### src/rtl/uart_transmitter.sv
// uart_transmitter: 8N1 UART transmitter with a valid/ready byte input.
// The bit period is CLOCK_FREQ / BAUD_RATE clock cycles.
module uart_transmitter #(
  parameter int CLOCK_FREQ = 125_000_000,
  parameter int BAUD_RATE  = 115_200
) (
  input  logic       clk_in,
  input  logic       rst_n_in,
  input  logic [7:0] data_in,
  input  logic       ctrl_valid_in,
  output logic       ctrl_ready_out,
  output logic       serial_out
);

  localparam int               BIT_PERIOD   = CLOCK_FREQ / BAUD_RATE;
  localparam int               CNT_W        = $clog2(BIT_PERIOD);
  localparam logic [CNT_W-1:0] CNT_ZERO     = CNT_W'(0);
  localparam logic [CNT_W-1:0] CNT_ONE      = CNT_W'(1);
  localparam logic [CNT_W-1:0] CNT_LAST     = CNT_W'(BIT_PERIOD - 1);
  localparam logic [3:0]       LAST_BIT_IDX = 4'd7;

  typedef enum logic [1:0] {
    IDLE  = 2'd0,
    START = 2'd1,
    DATA  = 2'd2,
    STOP  = 2'd3
  } state_t;

  state_t           state_r;
  logic [CNT_W-1:0] cnt_r;
  logic [3:0]       bit_idx_r;
  logic [7:0]       shift_r;
  logic             serial_r;
  logic             ready_r;
  logic             bit_done_s;

  // Last cycle of the current bit period.
  assign bit_done_s = (cnt_r == CNT_LAST);

  // Frame sequencer; the line and the ready flag are driven straight from registers.
  always_ff @(posedge clk_in or negedge rst_n_in) begin
    if (!rst_n_in) begin
      state_r   <= IDLE;
      cnt_r     <= CNT_ZERO;
      bit_idx_r <= 4'd0;
      shift_r   <= 8'h00;
      serial_r  <= 1'b1;
      ready_r   <= 1'b1;
    end else begin
      case (state_r)
        IDLE: begin
          cnt_r     <= CNT_ZERO;
          bit_idx_r <= 4'd0;
          if (ctrl_valid_in && ready_r) begin
            state_r  <= START;
            shift_r  <= data_in;
            serial_r <= 1'b0;
            ready_r  <= 1'b0;
          end else begin
            serial_r <= 1'b1;
            ready_r  <= 1'b1;
          end
        end
        START: begin
          if (bit_done_s) begin
            state_r  <= DATA;
            cnt_r    <= CNT_ZERO;
            serial_r <= shift_r[0];
          end else begin
            cnt_r <= cnt_r + CNT_ONE;
          end
        end
        DATA: begin
          if (bit_done_s) begin
            cnt_r <= CNT_ZERO;
            if (bit_idx_r == LAST_BIT_IDX) begin
              state_r   <= STOP;
              bit_idx_r <= 4'd0;
              serial_r  <= 1'b1;
            end else begin
              // Present the next bit while shifting it down into position 0.
              bit_idx_r <= bit_idx_r + 4'd1;
              shift_r   <= {1'b0, shift_r[7:1]};
              serial_r  <= shift_r[1];
            end
          end else begin
            cnt_r <= cnt_r + CNT_ONE;
          end
        end
        STOP: begin
          if (bit_done_s) begin
            state_r  <= IDLE;
            cnt_r    <= CNT_ZERO;
            serial_r <= 1'b1;
            ready_r  <= 1'b1;
          end else begin
            cnt_r <= cnt_r + CNT_ONE;
          end
        end
        default: begin
          state_r   <= IDLE;
          cnt_r     <= CNT_ZERO;
          bit_idx_r <= 4'd0;
          serial_r  <= 1'b1;
          ready_r   <= 1'b1;
        end
      endcase
    end
  end

  assign ctrl_ready_out = ready_r;
  assign serial_out     = serial_r;

endmodule
### config.mk
export PLATFORM = sky130hd
export DESIGN_NAME = uart_transmitter
export DESIGN_NICKNAME = d
export VERILOG_FILES = /design/src/rtl/uart_transmitter.sv
export SDC_FILE = /design/constraint.sdc
export NUM_CORES = 1
export LEC_CHECK = 0
export ABC_AREA = 1
export BUFFER_PORTS_ARGS = -buffer_cell sky130_fd_sc_hd__buf_4
export CAP_MARGIN = 40
export CORE_MARGIN = 8
export CORE_UTILIZATION = 53
export CTS_CLUSTER_DIAMETER = 200
export DETAILED_ROUTE_END_ITERATION = 10
export PLACE_DENSITY = 0.75
export SYNTH_ARGS = -nofsm -noshare
export SYNTH_HDL_FRONTEND = slang
export SYNTH_SLANG_ARGS = --single-unit
### constraint.sdc
create_clock -name clk_in -period 1.45 [get_ports clk_in]
set_input_delay 0.145 -clock clk_in [delete_from_list [all_inputs] [get_ports clk_in]]
set_output_delay 0.145 -clock clk_in [all_outputs]
set_load 0.01 [all_outputs]
# Word level (Yosys, flattened, before mapping)
# Index checks and enable logic that the tools add are counted.
[word_totals]
register_bits = 27
in_bits = 11
out_inout_bits = 2
wordCells = 51
[classes]
n_addsub = 2
n_eq_ne = 11
n_mux = 22
reduce_logical = 10
[op_table]
columns = ["operator", "count"]
rows = [
  ["$mux 8", 3],
  ["$pmux 11 s2", 1],
  ["$pmux 8 s2", 1],
  ["$ne 2x2->1 const B", 6],
  ["$add 11x1->11 const B", 1],
  ["$eq 11x11->1 const B", 1],
  ["$mux 11", 1],
  ["$mux 2", 5],
  ["$mux 4", 2],
  ["$pmux 2 s4", 1],
  ["$pmux 4 s2", 1],
  ["$mux 1", 5],
  ["$reduce_and 5->1", 1],
  ["$add 4x1->4 const B", 1],
  ["$eq 2x2->1 const B", 2],
  ["$eq 4x3->1 const B", 1],
  ["$pmux 1 s4", 1],
  ["$reduce_and 2->1", 2],
  ["$reduce_and 4->1", 1],
  ["$reduce_bool 2->1", 2],
  ["$reduce_and 3->1", 1],
  ["$reduce_or 3->1", 1],
  ["$eq 2x1->1 const B", 1],
  ["$logic_not 2->1", 1],
  ["other kinds (2)", 2],
]

# Longest topological paths before layout
# Gate-level depths: netlist (run 1).
[depth]
ltp_word = 4
ltp_mapped = 9
depth_no_buf = 9

# Least setup slack after synthesis (run 1)
# Ideal clock, no wire load.
[synth_path]
kind = "register to register"
start = "register state_r[0]"
end = "register bit_idx_r[3]"
setup_ps = 127
t_arrival_ps = 1318
t_required_ps = 1323
slack_ps = 6
path_stages_with_launch = 7
n_path_buf = 1
synth_period_minus_slack_ps = 1444
cell_sequence = "dfrtp_1 > inv_1 > ha_1 > buf_2 > nand4_1 > nand2_1 > o21ai_0"
[synth_via]
elab_chain_cells = 3
elab_cells_between_ends = 6
cone_classes = "2 x eq/ne; 1 x mux; 3 x reduce/logical"
[synth_rtl]
columns = ["item", "line_no", "source"]
rows = [
  ["from (decl)", "29", "state_t state_r;"],
  ["from (signal assigned)", "43", "state_r <= IDLE;"],
  ["from (signal assigned)", "55", "state_r <= START;"],
  ["from (signal assigned)", "66", "state_r <= DATA;"],
  ["$eq 2x2->1 / $logic_not 2->1 (equally long branches)", "50", "case (state_r)"],
  ["$ne 2x2->1 (no source line) / $reduce_bool 2->1 (equally long branches)", "--", ""],
  ["$reduce_and 2->1 (no source line)", "--", ""],
  ["to (signal assigned)", "82", "bit_idx_r <= bit_idx_r + 4'd1;"],
  ["to (decl)", "31", "logic [3:0] bit_idx_r;"],
]
# Parallel ways exist; a longest one is shown, timed or not.
# A chain may end at the register's enable or synchronous reset.

# Final worst setup path (run 1)
[layout_path]
start = "register cnt_r[1]"
end = "register shift_r[4]"
[layout_via]
elab_chain_cells = 3
[layout_rtl]
columns = ["item", "line_no", "source"]
rows = [
  ["from (decl)", "30", "logic [CNT_W-1:0] cnt_r;"],
  ["from (signal assigned)", "70", "cnt_r <= cnt_r + CNT_ONE;"],
  ["from (signal assigned)", "87", "cnt_r <= cnt_r + CNT_ONE;"],
  ["from (signal assigned)", "97", "cnt_r <= cnt_r + CNT_ONE;"],
  ["$eq 11x11->1", "38", "assign bit_done_s = (cnt_r == CNT_LAST);"],
  ["$ne 2x2->1 (no source line)", "--", ""],
  ["$reduce_and 4->1 (no source line)", "--", ""],
  ["to (signal assigned)", "56", "shift_r <= data_in;"],
  ["to (signal assigned)", "83", "shift_r <= {1'b0, shift_r[7:1]};"],
  ["to (decl)", "32", "logic [7:0] shift_r;"],
]
# No other way between the ends.

==> impl_metrics.xml, run 1 <==
<?xml version="1.0" encoding="UTF-8"?>
<metrics>
  <group name="outcome">
    <metric name="status" unit="">finished with violations</metric>
    <metric name="violations" unit="">setup timing</metric>
  </group>
  <group name="drt">
    <metric name="drc" unit="">0</metric>
    <metric name="detail_route.wl_per_cell" unit="um">13.1</metric>
    <metric name="iteration_0_drc_count_of_the_detailed_router" unit="">113</metric>
    <metric name="dr_total_vias" unit="">1449</metric>
    <metric name="detailedRoute.firstPassIterationCount" unit="">4</metric>
    <metric name="via_per_inst" unit="">5.43</metric>
    <metric name="total_wirelength_of_the_detailed_routed_design" unit="um">3500</metric>
    <metric name="drt.antenna.violating_nets" unit="">0</metric>
  </group>
  <group name="pwr">
    <metric name="clock_power_share" unit="">0.098</metric>
    <metric name="ir_worst_vdd" unit="uV">1460</metric>
    <metric name="netSwitchingPower" unit="uW">1470</metric>
    <metric name="pwr_density_cell" unit="nW/um^2">1770</metric>
    <metric name="power_report.internal_total" unit="uW">1950</metric>
    <metric name="sw_frac_of_total" unit="">0.429</metric>
    <metric name="combPwrFrac" unit="">0.567</metric>
    <metric name="leakage_component_of_the_power" unit="uW">0.000993</metric>
    <metric name="share_seq_of_total_power" unit="">0.335</metric>
  </group>
  <group name="clock_network">
    <metric name="worstSkewPairLatency" unit="ps">330</metric>
    <metric name="clkSlewWorstSetupHoldPaths" unit="ps">160</metric>
    <metric name="htree_num_levels" unit="">1</metric>
    <metric name="max-clock-path-buffers" unit="">2</metric>
    <metric name="clock_sinks" unit="">27</metric>
    <metric name="cts.root.buffer_cell" unit="">sky130_fd_sc_hd__clkbuf_4</metric>
    <metric name="cts_tree" unit="">done</metric>
    <metric name="numCtsBuffers" unit="">3</metric>
  </group>
  <group name="floorplan">
    <metric name="std_cell_rows" unit="">19</metric>
    <metric name="die_w" unit="um">70.4</metric>
    <metric name="die-area" unit="um^2">4950</metric>
    <metric name="core" unit="um^2">2780</metric>
    <metric name="die_h" unit="um">70.4</metric>
    <metric name="initial_utilization" unit="">0.564</metric>
    <metric name="io_pins" unit="">13</metric>
  </group>
  <group name="synth">
    <metric name="post-synth-top-area-fraction" unit="">0.399</metric>
    <metric name="synth.ff_latch_count" unit="">27</metric>
    <metric name="synth.top_cells.by_area" unit="">sky130_fd_sc_hd__dfrtp_1, sky130_fd_sc_hd__nand2_1, sky130_fd_sc_hd__ha_1, sky130_fd_sc_hd__nand4_1, sky130_fd_sc_hd__nor2_1</metric>
    <metric name="yosysTopAreaCell" unit="">sky130_fd_sc_hd__dfrtp_1</metric>
    <metric name="synth.cell_area" unit="um^2">1570</metric>
    <metric name="syn_area_per_cell" unit="um^2">7.84</metric>
    <metric name="distinct_cell_type_count_of_the_synthesized_netlist" unit="">27</metric>
    <metric name="synth-seq-area-share" unit="">0.433</metric>
    <metric name="syn_warnings" unit="">0</metric>
    <metric name="netlist_instances" unit="">200</metric>
    <metric name="syn_nets" unit="">219</metric>
  </group>
  <group name="timing">
    <metric name="period_needed" unit="ps">1470</metric>
    <metric name="setup_skew" unit="ps">10.0</metric>
    <metric name="finalMaxSlewViolations" unit="">0</metric>
    <metric name="max_clock_freq" unit="MHz">679</metric>
    <metric name="finalSetupTns" unit="ps">-70.4</metric>
    <metric name="grt_setup_unrepaired" unit="">yes</metric>
    <metric name="finalSetupViolations" unit="">5</metric>
    <metric name="setup_slack" unit="ps">-22.4</metric>
    <metric name="fin_crit_sh" unit="">1.02</metric>
    <metric name="fin_hold_ws" unit="ps">117</metric>
    <metric name="max-slew-margin-rel" unit="">0.755</metric>
    <metric name="transition_time_at_the_pin_with_the_least_slew_margin" unit="ps">366</metric>
    <metric name="report.final.hold_viol_count" unit="">0</metric>
  </group>
  <group name="placement">
    <metric name="gp_congestion" unit="">0.859</metric>
    <metric name="detailed_place_hpwl" unit="um">2640</metric>
    <metric name="placed_instances" unit="">256</metric>
    <metric name="port_buffers" unit="">12</metric>
    <metric name="preCtsSetupSlack" unit="ps">-55.3</metric>
  </group>
  <group name="critical_path">
    <metric name="worst-endpoint-arrival" unit="ps">1700</metric>
    <metric name="worst_ep_required" unit="ps">1680</metric>
    <metric name="crit_buf_inv" unit="">1</metric>
    <metric name="crit_path_cell_trace" unit="">inv_1 -&gt; ha_2 -&gt; nand2_2 -&gt; nor2_4 -&gt; nand3_4 -&gt; nand2_4 -&gt; nand3_4 -&gt; nand2_1 -&gt; nand2_1</metric>
    <metric name="rr_startpoint" unit="">cnt_r[1]</metric>
    <metric name="crit_path_max_incr_delay" unit="ps">410</metric>
    <metric name="setup_crit_start_kind" unit="">register</metric>
    <metric name="family_with_the_most_delay_on_the_worst_path" unit="">simple AND/OR/NAND/NOR gates</metric>
    <metric name="crit_path_max_fanout" unit="">8</metric>
    <metric name="crit_path_start" unit="">cnt_r[1]</metric>
    <metric name="critical_path.slowest_cell" unit="">sky130_fd_sc_hd__dfrtp_1</metric>
    <metric name="setup.worst_path.class" unit="">register to register</metric>
    <metric name="crit_path_end_kind" unit="">register</metric>
  </group>
  <group name="global_route">
    <metric name="first_global_vias" unit="">1444</metric>
    <metric name="wire_length_of_the_first_global_routing_pass" unit="um">6210</metric>
    <metric name="gr-usage-all-layers" unit="">0.144</metric>
    <metric name="total_global_routing_overflow" unit="">0</metric>
    <metric name="number_of_antenna_violations_at_the_first_check_in_global_routing" unit="">0</metric>
    <metric name="grt_start_max_net_pins" unit="">28</metric>
  </group>
  <group name="finish">
    <metric name="layout.cells.non_filler" unit="">267</metric>
    <metric name="area_growth" unit="%">23.1</metric>
    <metric name="diodes" unit="">0</metric>
    <metric name="mostFrequentLayoutCell" unit="">sky130_fd_sc_hd__nand2_1</metric>
    <metric name="layout-drive-gt1-share" unit="">0.233</metric>
    <metric name="layout.cells.most_common_list" unit="">sky130_fd_sc_hd__nand2_1, sky130_fd_sc_hd__buf_4, sky130_fd_sc_hd__dfrtp_1</metric>
    <metric name="nNetsFinal" unit="">256</metric>
  </group>
  <group name="run">
    <metric name="max_cap_violations" unit="">0</metric>
  </group>
  <group name="worst_hold_path">
    <metric name="worst_hold_check_path_type" unit="">primary input to register</metric>
    <metric name="hold_path_startpoint" unit="">ctrl_valid_in</metric>
  </group>
</metrics>
## cell families after synthesis
| logic type | count (synthesis) | share of synthesized area |
|---|---|---|
| adders and majority gates | 8 | 0.0638 |
| and+or+nand+nor | 130 | 0.387 |
| DFF | 27 | 0.433 |
| AOI/OAI and AO/OA | 7 | 0.0263 |
| buffers and inverters | 21 | 0.0511 |
| xor gates and xnor gates | 7 | 0.0391 |
## sequential cells by signal (all words and copies together), names as in the netlist
signal / count
shift_r: 8
serial_out: 1
ctrl_ready_out: 1
bit_idx_r: 4
cnt_r: 11
state_r: 2
## cell type report
type                            count  area, um^2
Clock buffer                        3        22.5
Fill cell                         207         852
Sequential cell                    27         679
Multi-Input combinational cell    152         840
Timing Repair Buffer               34         270
Tap cell                           31        38.8
Inverter                           19        71.3
Clock inverter                      1        7.51
## metal layers
layer | global-route usage | routed length [um] | vias to the layer above
met5 | 0 | 0 | -
met4 | 0.0424 | 29 | 0
met3 | 0.0212 | 140 | 4
met2 | 0.248 | 1790 | 35
met1 | 0.180 | 1540 | 694
li1 | - | - | 716
## final timing paths
kind                         endpoint  slack (ps)  depth (start not counted)
max                        shift_r[4]         -20                          9
min                        serial_out         120                          4
max reg2reg                shift_r[4]         -20                          9
min reg2reg                shift_r[7]         500                          2
max in group asynchronous  serial_out         910                          2
min in group asynchronous    cnt_r[5]         240                          2
## worst reg2reg max path, cell delays in order, from the launching register on
cell                      delay [ps]
sky130_fd_sc_hd__dfrtp_1         410
sky130_fd_sc_hd__inv_1            70
sky130_fd_sc_hd__ha_2            180
sky130_fd_sc_hd__nand2_2          60
sky130_fd_sc_hd__nor2_4          120
sky130_fd_sc_hd__nand3_4         110
sky130_fd_sc_hd__nand2_4         130
sky130_fd_sc_hd__nand3_4         130
sky130_fd_sc_hd__nand2_1          90
sky130_fd_sc_hd__nand2_1          50
## cell usage after synthesis
master / n
sky130_fd_sc_hd__a21oi_1: 1
sky130_fd_sc_hd__a31oi_1: 1
sky130_fd_sc_hd__buf_2: 1
sky130_fd_sc_hd__clkbuf_1: 1
sky130_fd_sc_hd__dfrtp_1: 25
sky130_fd_sc_hd__dfstp_2: 2
sky130_fd_sc_hd__ha_1: 8
sky130_fd_sc_hd__inv_1: 17
sky130_fd_sc_hd__inv_2: 2
sky130_fd_sc_hd__nand2_1: 68
sky130_fd_sc_hd__nand2_2: 4
sky130_fd_sc_hd__nand2_4: 1
sky130_fd_sc_hd__nand3_1: 13
sky130_fd_sc_hd__nand3_4: 2
sky130_fd_sc_hd__nand3b_1: 1
sky130_fd_sc_hd__nand4_1: 14
sky130_fd_sc_hd__nor2_1: 19
sky130_fd_sc_hd__nor2_2: 1
sky130_fd_sc_hd__nor2_4: 1
sky130_fd_sc_hd__nor2b_1: 1
sky130_fd_sc_hd__nor3_1: 5
sky130_fd_sc_hd__o211ai_1: 1
sky130_fd_sc_hd__o21ai_0: 2
sky130_fd_sc_hd__o21ai_1: 1
sky130_fd_sc_hd__o21bai_1: 1
sky130_fd_sc_hd__xnor2_1: 4
sky130_fd_sc_hd__xor2_1: 3
## repair_timing
item	CTS	global route
setup buffers	3	3
endpoints found under the setup margin	17	23
hold endpoints to repair	27	0
pin swaps	3	3
hold buffers	1	0
cloned	0	0
gates resized for setup	4	5
## through the flow
stage	total power, uW	area, um^2	util
floorplan	2250	1570	-
global placement	2850	1810	0.652
detailed placement	2910	1810	0.652
CTS	3280	1890	0.679
global route	3740	1930	0.694
finish	3410	1930	0.694
## power by group through the flow
stage | clock [uW] | combinational (uW) | sequential (uW)
2_1_floorplan | 0 | 1100 | 1150
3_3_place_gp | 0 | 1710 | 1140
3_5_place_dp | 0 | 1760 | 1140
4_1_cts | 340 | 1810 | 1130
5_1_grt | 363 | 2200 | 1170
6_report | 336 | 1930 | 1140
(Power assumes the default switching activity.)
==> run 2, diff against run 1 <==
--- a/config.mk
+++ b/config.mk
@@ -9,10 +9,11 @@
 export BUFFER_PORTS_ARGS = -buffer_cell sky130_fd_sc_hd__buf_4
 export CAP_MARGIN = 40
 export CORE_MARGIN = 8
-export CORE_UTILIZATION = 53
+export CORE_UTILIZATION = 55
+export CTS_BUF_LIST = sky130_fd_sc_hd__clkbuf_4 sky130_fd_sc_hd__clkbuf_8
 export CTS_CLUSTER_DIAMETER = 200
 export DETAILED_ROUTE_END_ITERATION = 10
-export PLACE_DENSITY = 0.75
+export PLACE_DENSITY = 0.77
 export SYNTH_ARGS = -nofsm -noshare
 export SYNTH_HDL_FRONTEND = slang
 export SYNTH_SLANG_ARGS = --single-unit
==> impl_metrics.xml, run 2 (synthesis gave the netlist of run 1 again) <==
<?xml version="1.0" encoding="UTF-8"?>
<metrics>
  <group name="outcome">
    <metric name="status" unit="">finished, final reports clean</metric>
  </group>
  <group name="finish">
    <metric name="stdcell_area" unit="um^2">1930</metric>
    <metric name="registers.top_by_ff_count" unit="">cnt_r</metric>
    <metric name="mostFrequentLayoutCell" unit="">sky130_fd_sc_hd__nand2_1</metric>
    <metric name="multi_input_area" unit="um^2">856</metric>
    <metric name="diodes" unit="">0</metric>
    <metric name="area_growth" unit="%">23.1</metric>
    <metric name="largestRegisters" unit="">cnt_r x11, shift_r x8, bit_idx_r x4</metric>
    <metric name="layout-drive-gt1-share" unit="">0.244</metric>
    <metric name="final_core_utilization" unit="">0.706</metric>
    <metric name="layout.filler_cells" unit="">218</metric>
    <metric name="largest_reg_flops" unit="">11</metric>
    <metric name="seq_area" unit="um^2">679</metric>
    <metric name="nNetsFinal" unit="">254</metric>
    <metric name="layout.cells.most_common_list" unit="">sky130_fd_sc_hd__nand2_1, sky130_fd_sc_hd__buf_4, sky130_fd_sc_hd__dfrtp_1</metric>
  </group>
  <group name="placement">
    <metric name="gp_congestion" unit="">0.960</metric>
    <metric name="preCtsSetupSlack" unit="ps">-60.1</metric>
    <metric name="post_dp_cell_area" unit="um^2">1800</metric>
    <metric name="port_buffers" unit="">12</metric>
    <metric name="detailed_place_hpwl" unit="um">2600</metric>
  </group>
  <group name="timing">
    <metric name="grt_setup_unrepaired" unit="">yes</metric>
    <metric name="finalSetupViolations" unit="">0</metric>
    <metric name="max_clock_freq" unit="MHz">697</metric>
    <metric name="period_needed" unit="ps">1440</metric>
    <metric name="finalSetupTns" unit="ps">0</metric>
    <metric name="transition_time_at_the_pin_with_the_least_slew_margin" unit="ps">343</metric>
    <metric name="report.final.hold_viol_count" unit="">0</metric>
    <metric name="finalMaxSlewViolations" unit="">0</metric>
    <metric name="setup_skew" unit="ps">9.90</metric>
    <metric name="fin_crit_sh" unit="">0.990</metric>
    <metric name="max-slew-margin-rel" unit="">0.770</metric>
    <metric name="setup_slack" unit="ps">14.3</metric>
  </group>
  <group name="floorplan">
    <metric name="die-area" unit="um^2">4810</metric>
    <metric name="io_pins" unit="">13</metric>
    <metric name="die_h" unit="um">69.4</metric>
    <metric name="core" unit="um^2">2730</metric>
    <metric name="std_cell_rows" unit="">19</metric>
    <metric name="initial_utilization" unit="">0.573</metric>
    <metric name="die_w" unit="um">69.4</metric>
  </group>
  <group name="drt">
    <metric name="detail_route.wl_per_cell" unit="um">13.3</metric>
    <metric name="drc" unit="">0</metric>
    <metric name="iteration_0_drc_count_of_the_detailed_router" unit="">89</metric>
    <metric name="detailedRoute.firstPassIterationCount" unit="">4</metric>
    <metric name="drt.antenna.violating_nets" unit="">0</metric>
    <metric name="via_per_inst" unit="">5.51</metric>
    <metric name="dr_total_vias" unit="">1459</metric>
    <metric name="total_wirelength_of_the_detailed_routed_design" unit="um">3520</metric>
  </group>
  <group name="critical_path">
    <metric name="crit_path_max_incr_delay" unit="ps">410</metric>
    <metric name="setup_crit_start_kind" unit="">register</metric>
    <metric name="critical_path.slowest_cell" unit="">sky130_fd_sc_hd__dfrtp_1</metric>
    <metric name="crit_path_end_kind" unit="">register</metric>
    <metric name="worst_ep_required" unit="ps">1690</metric>
    <metric name="setup.worst_path.class" unit="">register to register</metric>
    <metric name="crit_path_max_fanout" unit="">8</metric>
    <metric name="rr_startpoint" unit="">cnt_r[1]</metric>
    <metric name="reg2reg_depth" unit="">9</metric>
    <metric name="crit_path_cell_trace" unit="">inv_1 -&gt; ha_2 -&gt; nand2_2 -&gt; nor2_4 -&gt; nand3_4 -&gt; nand2_8 -&gt; nand3_4 -&gt; nand2_1 -&gt; nand2_1</metric>
    <metric name="worst-endpoint-arrival" unit="ps">1670</metric>
    <metric name="crit_path_start" unit="">cnt_r[1]</metric>
  </group>
  <group name="clock_network">
    <metric name="clkSlewWorstSetupHoldPaths" unit="ps">150</metric>
    <metric name="numCtsBuffers" unit="">3</metric>
    <metric name="cts_tree" unit="">done</metric>
    <metric name="max-clock-path-buffers" unit="">2</metric>
    <metric name="worstSkewPairLatency" unit="ps">330</metric>
    <metric name="cts.root.buffer_cell" unit="">sky130_fd_sc_hd__clkbuf_4</metric>
    <metric name="clock_sinks" unit="">27</metric>
    <metric name="htree_num_levels" unit="">1</metric>
  </group>
  <group name="pwr">
    <metric name="pwr_density_cell" unit="nW/um^2">1760</metric>
    <metric name="ir_worst_vdd" unit="uV">1600</metric>
    <metric name="leakage_component_of_the_power" unit="uW">0.000987</metric>
  </group>
  <group name="worst_hold_path">
    <metric name="worst_hold_check_path_type" unit="">primary input to register</metric>
    <metric name="hold_path_startpoint" unit="">ctrl_valid_in</metric>
    <metric name="min_delay_path_depth" unit="">4</metric>
  </group>
  <group name="global_route">
    <metric name="grt_start_max_net_pins" unit="">28</metric>
    <metric name="total_global_routing_overflow" unit="">0</metric>
    <metric name="wire_length_of_the_first_global_routing_pass" unit="um">6120</metric>
    <metric name="gr-usage-all-layers" unit="">0.149</metric>
    <metric name="first_global_vias" unit="">1476</metric>
    <metric name="number_of_antenna_violations_at_the_first_check_in_global_routing" unit="">0</metric>
  </group>
  <group name="run">
    <metric name="max_cap_violations" unit="">0</metric>
  </group>
</metrics>
-- run 2: cell count changes in the layout (fill, tap and decap cells not counted), sizes merged --
cell and change:
buf -2, clkbuf +1, clkinvlp -1
-- run 2: stage by stage --
step | power (uW) | hold WS (ps) | instances
detailed placement | 2850 | 79.8 | 256
finish | 3410 | 96.6 | 265
global placement | 2780 | 75.0 | 256
CTS | 3280 | 95.2 | 262
floorplan | 2250 | -151 | 200
global route | 3730 | 98.4 | 265
-- run 2: cell type report --
cell class / count / area share
Timing Repair Buffer: 32 / 0.132
Inverter: 19 / 0.0369
Clock buffer: 4 / 0.0156
Sequential cell: 27 / 0.352
Multi-Input combinational cell: 152 / 0.443
Tap cell: 31 / 0.0201
-- run 2: worst paths after layout --
path | end | slack (ps)
hold / removal | serial_out | 100
setup reg to reg | shift_r[4] | 10
hold reg to reg | shift_r[7] | 490
setup / recovery | shift_r[4] | 10
max in group asynchronous | ctrl_ready_out | 920
min in group asynchronous | bit_idx_r[3] | 240
-- run 2: layer usage --
layer  wire, um  part of all wire  global-route usage  vias to the layer above
li1           -                 -                   -                      715
met1       1650              0.47               0.183                      694
met2       1650              0.47               0.242                       41
met3        133             0.038              0.0215                        9
met4         90             0.026              0.0820                        0
met5          0                 0                   0                        -
-- run 2: timing repair --
action | CTS | global route
gates resized for setup | 5 | 9
pin swaps | 0 | 3
hold buffers | 1 | 0
endpoints found under the hold margin | 27 | 0
endpoints found under the setup margin | 22 | 23
buffers inserted | 1 | 3
-- run 2: power by group --
| group | leakage (uW) | internal [uW] | switching (uW) |
|---|---|---|---|
| clock | 0.0000184 | 127 | 227 |
| sequential | 0.000350 | 1000 | 151 |
| combinational | 0.000619 | 818 | 1080 |
| total | 0.000987 | 1950 | 1460 |
-- run 2: critical path, delay by kind of cell (launching register included) --
kind | cells | cell delay, ps
fa+ha+maj | 1 | 170
buf+inv | 1 | 60
flops | 1 | 410
simple gates | 7 | 700
